### src/rtl/mem_access_ctl_pkg.sv
// Shared definitions for the byte-lane RAM initiator: size codes, FSM states, byte-mask helper.
// Purely declarative; no latency and no flow control of its own.
package mem_access_defs;

  localparam logic [1:0] SZ_BYTE = 2'd0;
  localparam logic [1:0] SZ_HALF = 2'd1;
  localparam logic [1:0] SZ_WORD = 2'd2;

  typedef enum logic [2:0] {
    ST_IDLE,
    ST_ISSUE0,
    ST_ISSUE1,
    ST_CAPTURE,
    ST_RESP
  } state_t;

  // Size code 3 is handled as a word.
  function automatic logic [2:0] size_bytes(input logic [1:0] sz);
    case (sz)
      SZ_BYTE: size_bytes = 3'd1;
      SZ_HALF: size_bytes = 3'd2;
      default: size_bytes = 3'd4;
    endcase
  endfunction

  // Bits [3:0] are lanes of the first row, bits [7:4] lanes of the following row.
  function automatic logic [7:0] mask(input logic [1:0] o, input logic [2:0] n);
    mask = ((8'd1 << n) - 8'd1) << o;
  endfunction

endpackage

### src/rtl/mem_byte_rotator.sv
// Byte steering between request order and lane order: write rotate-left by 8*offset, read extract.
// Combinational, zero latency; no flow control.
module mem_byte_rotator
  import mem_access_defs::*;
(
  input  logic [1:0]  offset,
  input  logic [1:0]  size,
  input  logic [31:0] wdata,
  output logic [31:0] wdata_rot,
  input  logic [63:0] rdata_rows,
  output logic [31:0] rdata
);

  logic [5:0]  shamt;
  logic [31:0] rdata_shift;
  logic [31:0] keep;

  assign shamt       = {1'b0, offset, 3'b000};
  // Low half of the doubled word shifted right by 32-8*o is the left rotate by 8*o.
  assign wdata_rot   = 32'({wdata, wdata} >> (6'd32 - shamt));
  assign rdata_shift = 32'(rdata_rows >> shamt);

  always_comb begin
    case (size)
      SZ_BYTE: keep = 32'h0000_00FF;
      SZ_HALF: keep = 32'h0000_FFFF;
      default: keep = 32'hFFFF_FFFF;
    endcase
  end

  assign rdata = rdata_shift & keep;

endmodule

### src/rtl/mem_access_ctl.sv
// Byte-addressed load/store to four 8-bit RAM lanes, splitting row-crossing accesses in two.
// Latency T+2..T+4 accept-to-response; req_ready low while busy, response cannot be stalled.
module mem_access_ctl
  import mem_access_defs::*;
#(
  parameter int ADDR_WIDTH = 14
) (
  input  logic                  clk,
  input  logic                  reset,
  input  logic                  req_valid,
  output logic                  req_ready,
  input  logic                  req_we,
  input  logic [ADDR_WIDTH+1:0] req_addr,
  input  logic [1:0]            req_size,
  input  logic [31:0]           req_wdata,
  output logic                  rsp_valid,
  output logic [31:0]           rsp_rdata,
  output logic [ADDR_WIDTH-1:0] lane_addr,
  output logic [31:0]           lane_din,
  output logic [3:0]            lane_we,
  input  logic [31:0]           lane_dout
);

  state_t                state;
  logic                  r_we;
  logic [1:0]            r_off;
  logic [1:0]            r_size;
  logic [ADDR_WIDTH-1:0] r_row;
  logic [31:0]           r_wdata;
  logic [7:0]            r_mask;
  logic [31:0]           row_lat;
  logic [3:0]            we_q;

  logic [7:0]  req_mask;
  logic        split;
  logic [63:0] rows;
  logic [31:0] rd_extract;

  assign req_mask = mask(req_addr[1:0], size_bytes(req_size));
  assign split    = |r_mask[7:4];
  // Non-split loads only see one row; its data sits in the low half.
  assign rows     = split ? {lane_dout, row_lat} : {32'd0, lane_dout};

  mem_byte_rotator u_rot (
    .offset     (r_off),
    .size       (r_size),
    .wdata      (r_wdata),
    .wdata_rot  (lane_din),
    .rdata_rows (rows),
    .rdata      (rd_extract)
  );

  // Gating keeps a reset cycle from finishing a write already set up in we_q.
  assign lane_we = we_q & {4{~reset}};

  always_ff @(posedge clk) begin
    if (reset) begin
      state     <= ST_IDLE;
      req_ready <= 1'b1;
      rsp_valid <= 1'b0;
      rsp_rdata <= 32'd0;
      lane_addr <= '0;
      we_q      <= 4'd0;
      r_we      <= 1'b0;
      r_off     <= 2'd0;
      r_size    <= 2'd0;
      r_row     <= '0;
      r_wdata   <= 32'd0;
      r_mask    <= 8'd0;
      row_lat   <= 32'd0;
    end else begin
      case (state)
        ST_IDLE: begin
          if (req_valid) begin
            r_we      <= req_we;
            r_off     <= req_addr[1:0];
            r_size    <= req_size;
            r_row     <= req_addr[ADDR_WIDTH+1:2];
            r_wdata   <= req_wdata;
            r_mask    <= req_mask;
            lane_addr <= req_addr[ADDR_WIDTH+1:2];
            we_q      <= req_we ? req_mask[3:0] : 4'd0;
            req_ready <= 1'b0;
            state     <= ST_ISSUE0;
          end
        end
        ST_ISSUE0: begin
          if (split) begin
            lane_addr <= r_row + 1'b1;
            we_q      <= r_we ? r_mask[7:4] : 4'd0;
            state     <= ST_ISSUE1;
          end else if (!r_we) begin
            we_q  <= 4'd0;
            state <= ST_CAPTURE;
          end else begin
            we_q      <= 4'd0;
            rsp_valid <= 1'b1;
            rsp_rdata <= 32'd0;
            state     <= ST_RESP;
          end
        end
        ST_ISSUE1: begin
          we_q <= 4'd0;
          if (!r_we) begin
            row_lat <= lane_dout;
            state   <= ST_CAPTURE;
          end else begin
            rsp_valid <= 1'b1;
            rsp_rdata <= 32'd0;
            state     <= ST_RESP;
          end
        end
        ST_CAPTURE: begin
          rsp_rdata <= rd_extract;
          rsp_valid <= 1'b1;
          state     <= ST_RESP;
        end
        ST_RESP: begin
          rsp_valid <= 1'b0;
          req_ready <= 1'b1;
          state     <= ST_IDLE;
        end
        default: begin
          we_q      <= 4'd0;
          rsp_valid <= 1'b0;
          req_ready <= 1'b1;
          state     <= ST_IDLE;
        end
      endcase
    end
  end

endmodule

### config.mk
export PLATFORM = sky130hd
export DESIGN_NAME = mem_access_ctl
export DESIGN_NICKNAME = d
export VERILOG_FILES = /design/src/rtl/mem_access_ctl_pkg.sv /design/src/rtl/mem_byte_rotator.sv /design/src/rtl/mem_access_ctl.sv
export SDC_FILE = /design/constraint.sdc
export NUM_CORES = 1
export LEC_CHECK = 0
export ABC_AREA = 1
export ABC_CLOCK_PERIOD_IN_PS = 2700
export BUFFER_PORTS_ARGS = -buffer_cell sky130_fd_sc_hd__buf_4
export CAP_MARGIN = 30
export CORE_ASPECT_RATIO = 1.25
export CORE_MARGIN = 8
export CORE_UTILIZATION = 45
export DETAILED_ROUTE_END_ITERATION = 6
export GPL_TIMING_DRIVEN = 0
export PLACE_DENSITY_LB_ADDON = 0.08
export SETUP_SLACK_MARGIN = 0.4
export SLEW_MARGIN = 0
export SYNTH_ARGS = -nofsm -noshare
export SYNTH_HDL_FRONTEND = slang
export SYNTH_HIERARCHICAL = 1
export SYNTH_SLANG_ARGS = --single-unit
### constraint.sdc
create_clock -name clk -period 2.7 [get_ports clk]
set_input_delay 0.405 -clock clk [delete_from_list [all_inputs] [get_ports clk]]
set_output_delay 0.405 -clock clk [all_outputs]
set_load 0.005 [all_outputs]
==> impl_summary.md <==
Status
The run finished with clean final reports.

Finish
At the end of the flow, the number of nets in the layout was 1609. The design area is 0.0107 mm². The finished layout holds 1759 standard cells, fillers aside. Compared with the post-synthesis result, the final layout area differs by 31.0%.

The fraction of final layout cells with drive strength greater than 1 is 0.219. The antenna cell count is 0. The post-layout utilization of the core is 0.596.

Worst setup path
The data arrival time of the critical path is 2010 ps. Tracing the worst setup path back leads to its startpoint at r_off[0]$_SDFFE_PP0P_. In this run the critical register-to-register path is launched from r_mask[5]$_SDFFE_PP0P_. The endpoint type of the worst setup path is a primary output. The worst setup path is launched from a register. The critical path is of the register to primary output type. The critical path's slowest cell is sky130_fd_sc_hd__nor2_2.

The cell occurring most often along the worst timing path is sky130_fd_sc_hd__buf_6. The signal on the critical path passes through buf_6 -> inv_8 -> buf_8 -> ha_4 -> nor2_2 -> nand2_1 -> nand3_2 -> buf_6. STA puts the critical path data required time at 2300 ps. The maximum fanout along the worst path is 8. The largest single stage delay on the critical path is 380 ps.

GRT
The total routing resource utilization after global routing is 0.272. The total overflow reported by the global router is 0. For met1 alone, demand over resource in global routing was 0.296. For met2 alone, demand over resource in global routing was 0.466.

The number of antenna violations at the first check in global routing is 0. The most heavily used metal layer in global routing is met2. The number of global-route vias before repair is 9172.

The wire length of the first global-routing pass is 48200 µm. The met3 track demand over resource is 0.0545. The maximum number of pins on one net before global-route repair is 17.

Placement
Including well taps, the total number of placed cells is 1718. The count of buffers inserted at the top-level ports is 168. The congestion estimate from routability-driven global placement came to 0.973. Once detailed placement completed, the half-perimeter wirelength came to 23800 µm. In this run the cell area measured after placement is 0.00968 mm².

Clock network
TritonCTS created 17 clock buffers. The tree is rooted in a sky130_fd_sc_hd__clkbuf_16. Clock-pin slew was measured on the worst setup and hold paths at 60 ps. The TritonCTS clock tree is yes. The number of sinks driven by the clock tree is 142.

The H-tree was split into 4 levels. At the later pin of the worst-skew pair, clock insertion delay measures 430 ps. The longest clock path from root to sink contains 2 buffers.

The number of hold buffers added after CTS was 0.

Hold path
The type of the tightest min-delay check is primary input to register. The startpoint of the worst hold path is req_wdata[26].

Die
The vertical die dimension is 166 µm. The die covers 0.0227 mm². In this run the standard cell core region covers 0.0179 mm².

The initialized floorplan defines 55 standard-cell rows. The chip width is 136 µm. For this configuration, the core starts out at a cell density of 0.455. The number of placed I/O pins is 170.

STA
The final-report hold violation count is 0. The count of final max-slew check failures is 0. Static timing analysis puts the maximum clock frequency at 413 MHz. Setup repair after global routing could not meet its margin everywhere.

The headroom to the max-slew limit is 0.621. The shortest period the worst path allows is 2420 ps. The setup TNS is 0 ps. For the pin with the worst max-slew slack, the measured transition is 569 ps. In the finished design, the share of the clock period the worst path needs comes to 0.896.

The number of failing setup endpoints in the final timing report is 0. The worst clock skew on the final layout is 13.5 ps.

Drt
The post-route antenna net violation count is 0. The violation count after the first detailed-routing iteration is 788. Summed over all layers, the routed wires come to 31000 µm.

After detailed routing, the number of remaining DRC violations is 0. Using the TritonRoute via totals, the vias-per-cell ratio works out to 5.33. The detailed-routing iteration count for the pre-antenna-repair pass is 5. In the final routed layout, each cell accounts on average for 17.6 µm. Across all layers, the routed design uses 9372 vias.

Synth
The synthesized netlist cell count is 1322. The total of warnings raised by yosys is 6. The post-synth design cell area is 0.00814 mm². The mean instance size in the synthesized netlist is 6.15 µm². Synthesis produced a netlist with a net count of 1413.

Job
Across the run, the number of max-cap violations was 0.

Power and ir drop
IR analysis of the VDD net gives a maximum drop of 0.615 mV. In this run the power density over the cells is 776 mW/mm². The leakage power figure is 4.89 nW.
-- state kept, by name, indices dropped and copies added, names as in the netlist --
register   cells
r_row         14
req_ready      1
rsp_rdata     32
lane_addr     14
state          3
rsp_valid      1
r_off          2
row_lat       32
r_we           1
r_mask         4
r_wdata       32
r_size         2
we_q           4
-- worst max-delay path: cells and delay by family, from the launching register on --
| family | cells | cell delay (ps) |
|---|---|---|
| flip-flops | 1 | 330 |
| adder cells (fa/ha/maj) | 1 | 260 |
| buffers and inverters | 4 | 350 |
| AND/OR/NAND/NOR | 3 | 660 |
-- path summary, 6_finish.rpt --
check                           cells after the start                          to  slack, ps
worst min-delay path                                3    r_wdata[26]$_SDFFE_PP0P_        220
worst max-delay path                                8                lane_din[27]        280
worst min register to register                      2  rsp_rdata[24]$_SDFFE_PP0P_        460
worst max register to register                     11  rsp_rdata[19]$_SDFFE_PP0P_        470
-- cell type report --
cell class / count / area [µm²]
Clock buffer: 20 / 437
Sequential cell: 142 / 2850
Multi-Input combinational cell: 956 / 4480
Fill cell: 1834 / 7230
Clock inverter: 12 / 161
Tap cell: 228 / 285
Buffer: 86 / 519
Inverter: 138 / 536
Timing Repair Buffer: 177 / 1400
-- per-stage QoR --
stage / power [mW] / worst slack, ps / hold slack, ps
5_1_grt: 8.72 / 251 / 210
4_1_cts: 8.22 / 278 / 203
3_3_place_gp: 5.54 / 88.5 / 450
3_5_place_dp: 5.56 / 72.4 / 453
6_report: 8.28 / 280 / 218
2_1_floorplan: 4.35 / 650 / 444
-- layer usage --
layer | vias to the layer above | share of wire
met2 | 361 | 0.49
met3 | 112 | 0.057
met4 | 0 | 0.063
li1 | 4638 | -
met5 | - | 0
met1 | 4261 | 0.39
-- where the power goes --
part / leakage, nW / switching [mW] / total (mW) / internal (mW)
combinational: 3.44 / 2.07 / 3.29 / 1.23
clock: 0.293 / 0.972 / 2.44 / 1.47
sequential: 1.16 / 0.186 / 2.55 / 2.36
total: 4.89 / 3.22 / 8.28 / 5.05
-- layout by cell type, fill, tap and decap left out, types with 4 or more instances in the layout --
master	n
sky130_fd_sc_hd__clkbuf_16	17
sky130_fd_sc_hd__nor2_2	5
sky130_fd_sc_hd__o211ai_1	8
sky130_fd_sc_hd__inv_1	128
sky130_fd_sc_hd__o21ai_0	140
sky130_fd_sc_hd__buf_2	36
sky130_fd_sc_hd__nand2_2	21
sky130_fd_sc_hd__o21a_1	4
sky130_fd_sc_hd__clkbuf_4	4
sky130_fd_sc_hd__ha_1	4
sky130_fd_sc_hd__nand2_1	343
sky130_fd_sc_hd__a21oi_1	112
sky130_fd_sc_hd__nand3_1	68
sky130_fd_sc_hd__buf_4	165
sky130_fd_sc_hd__nand4_1	5
sky130_fd_sc_hd__buf_1	5
sky130_fd_sc_hd__nand3_2	17
sky130_fd_sc_hd__o21ai_1	52
sky130_fd_sc_hd__inv_2	6
sky130_fd_sc_hd__o21ai_2	7
sky130_fd_sc_hd__dfxtp_1	140
sky130_fd_sc_hd__a31oi_1	9
sky130_fd_sc_hd__buf_6	30
sky130_fd_sc_hd__clkinv_4	4
sky130_fd_sc_hd__nor2_1	144
sky130_fd_sc_hd__clkbuf_1	23
-- repair_timing --
item	4_1_cts	5_1_grt
buffers inserted	7	0
endpoints found under the setup margin	59	63
cloned	2	0
gates resized for setup	95	29
pin swaps	17	7
Note: power is estimated with default switching activity, not from simulation.
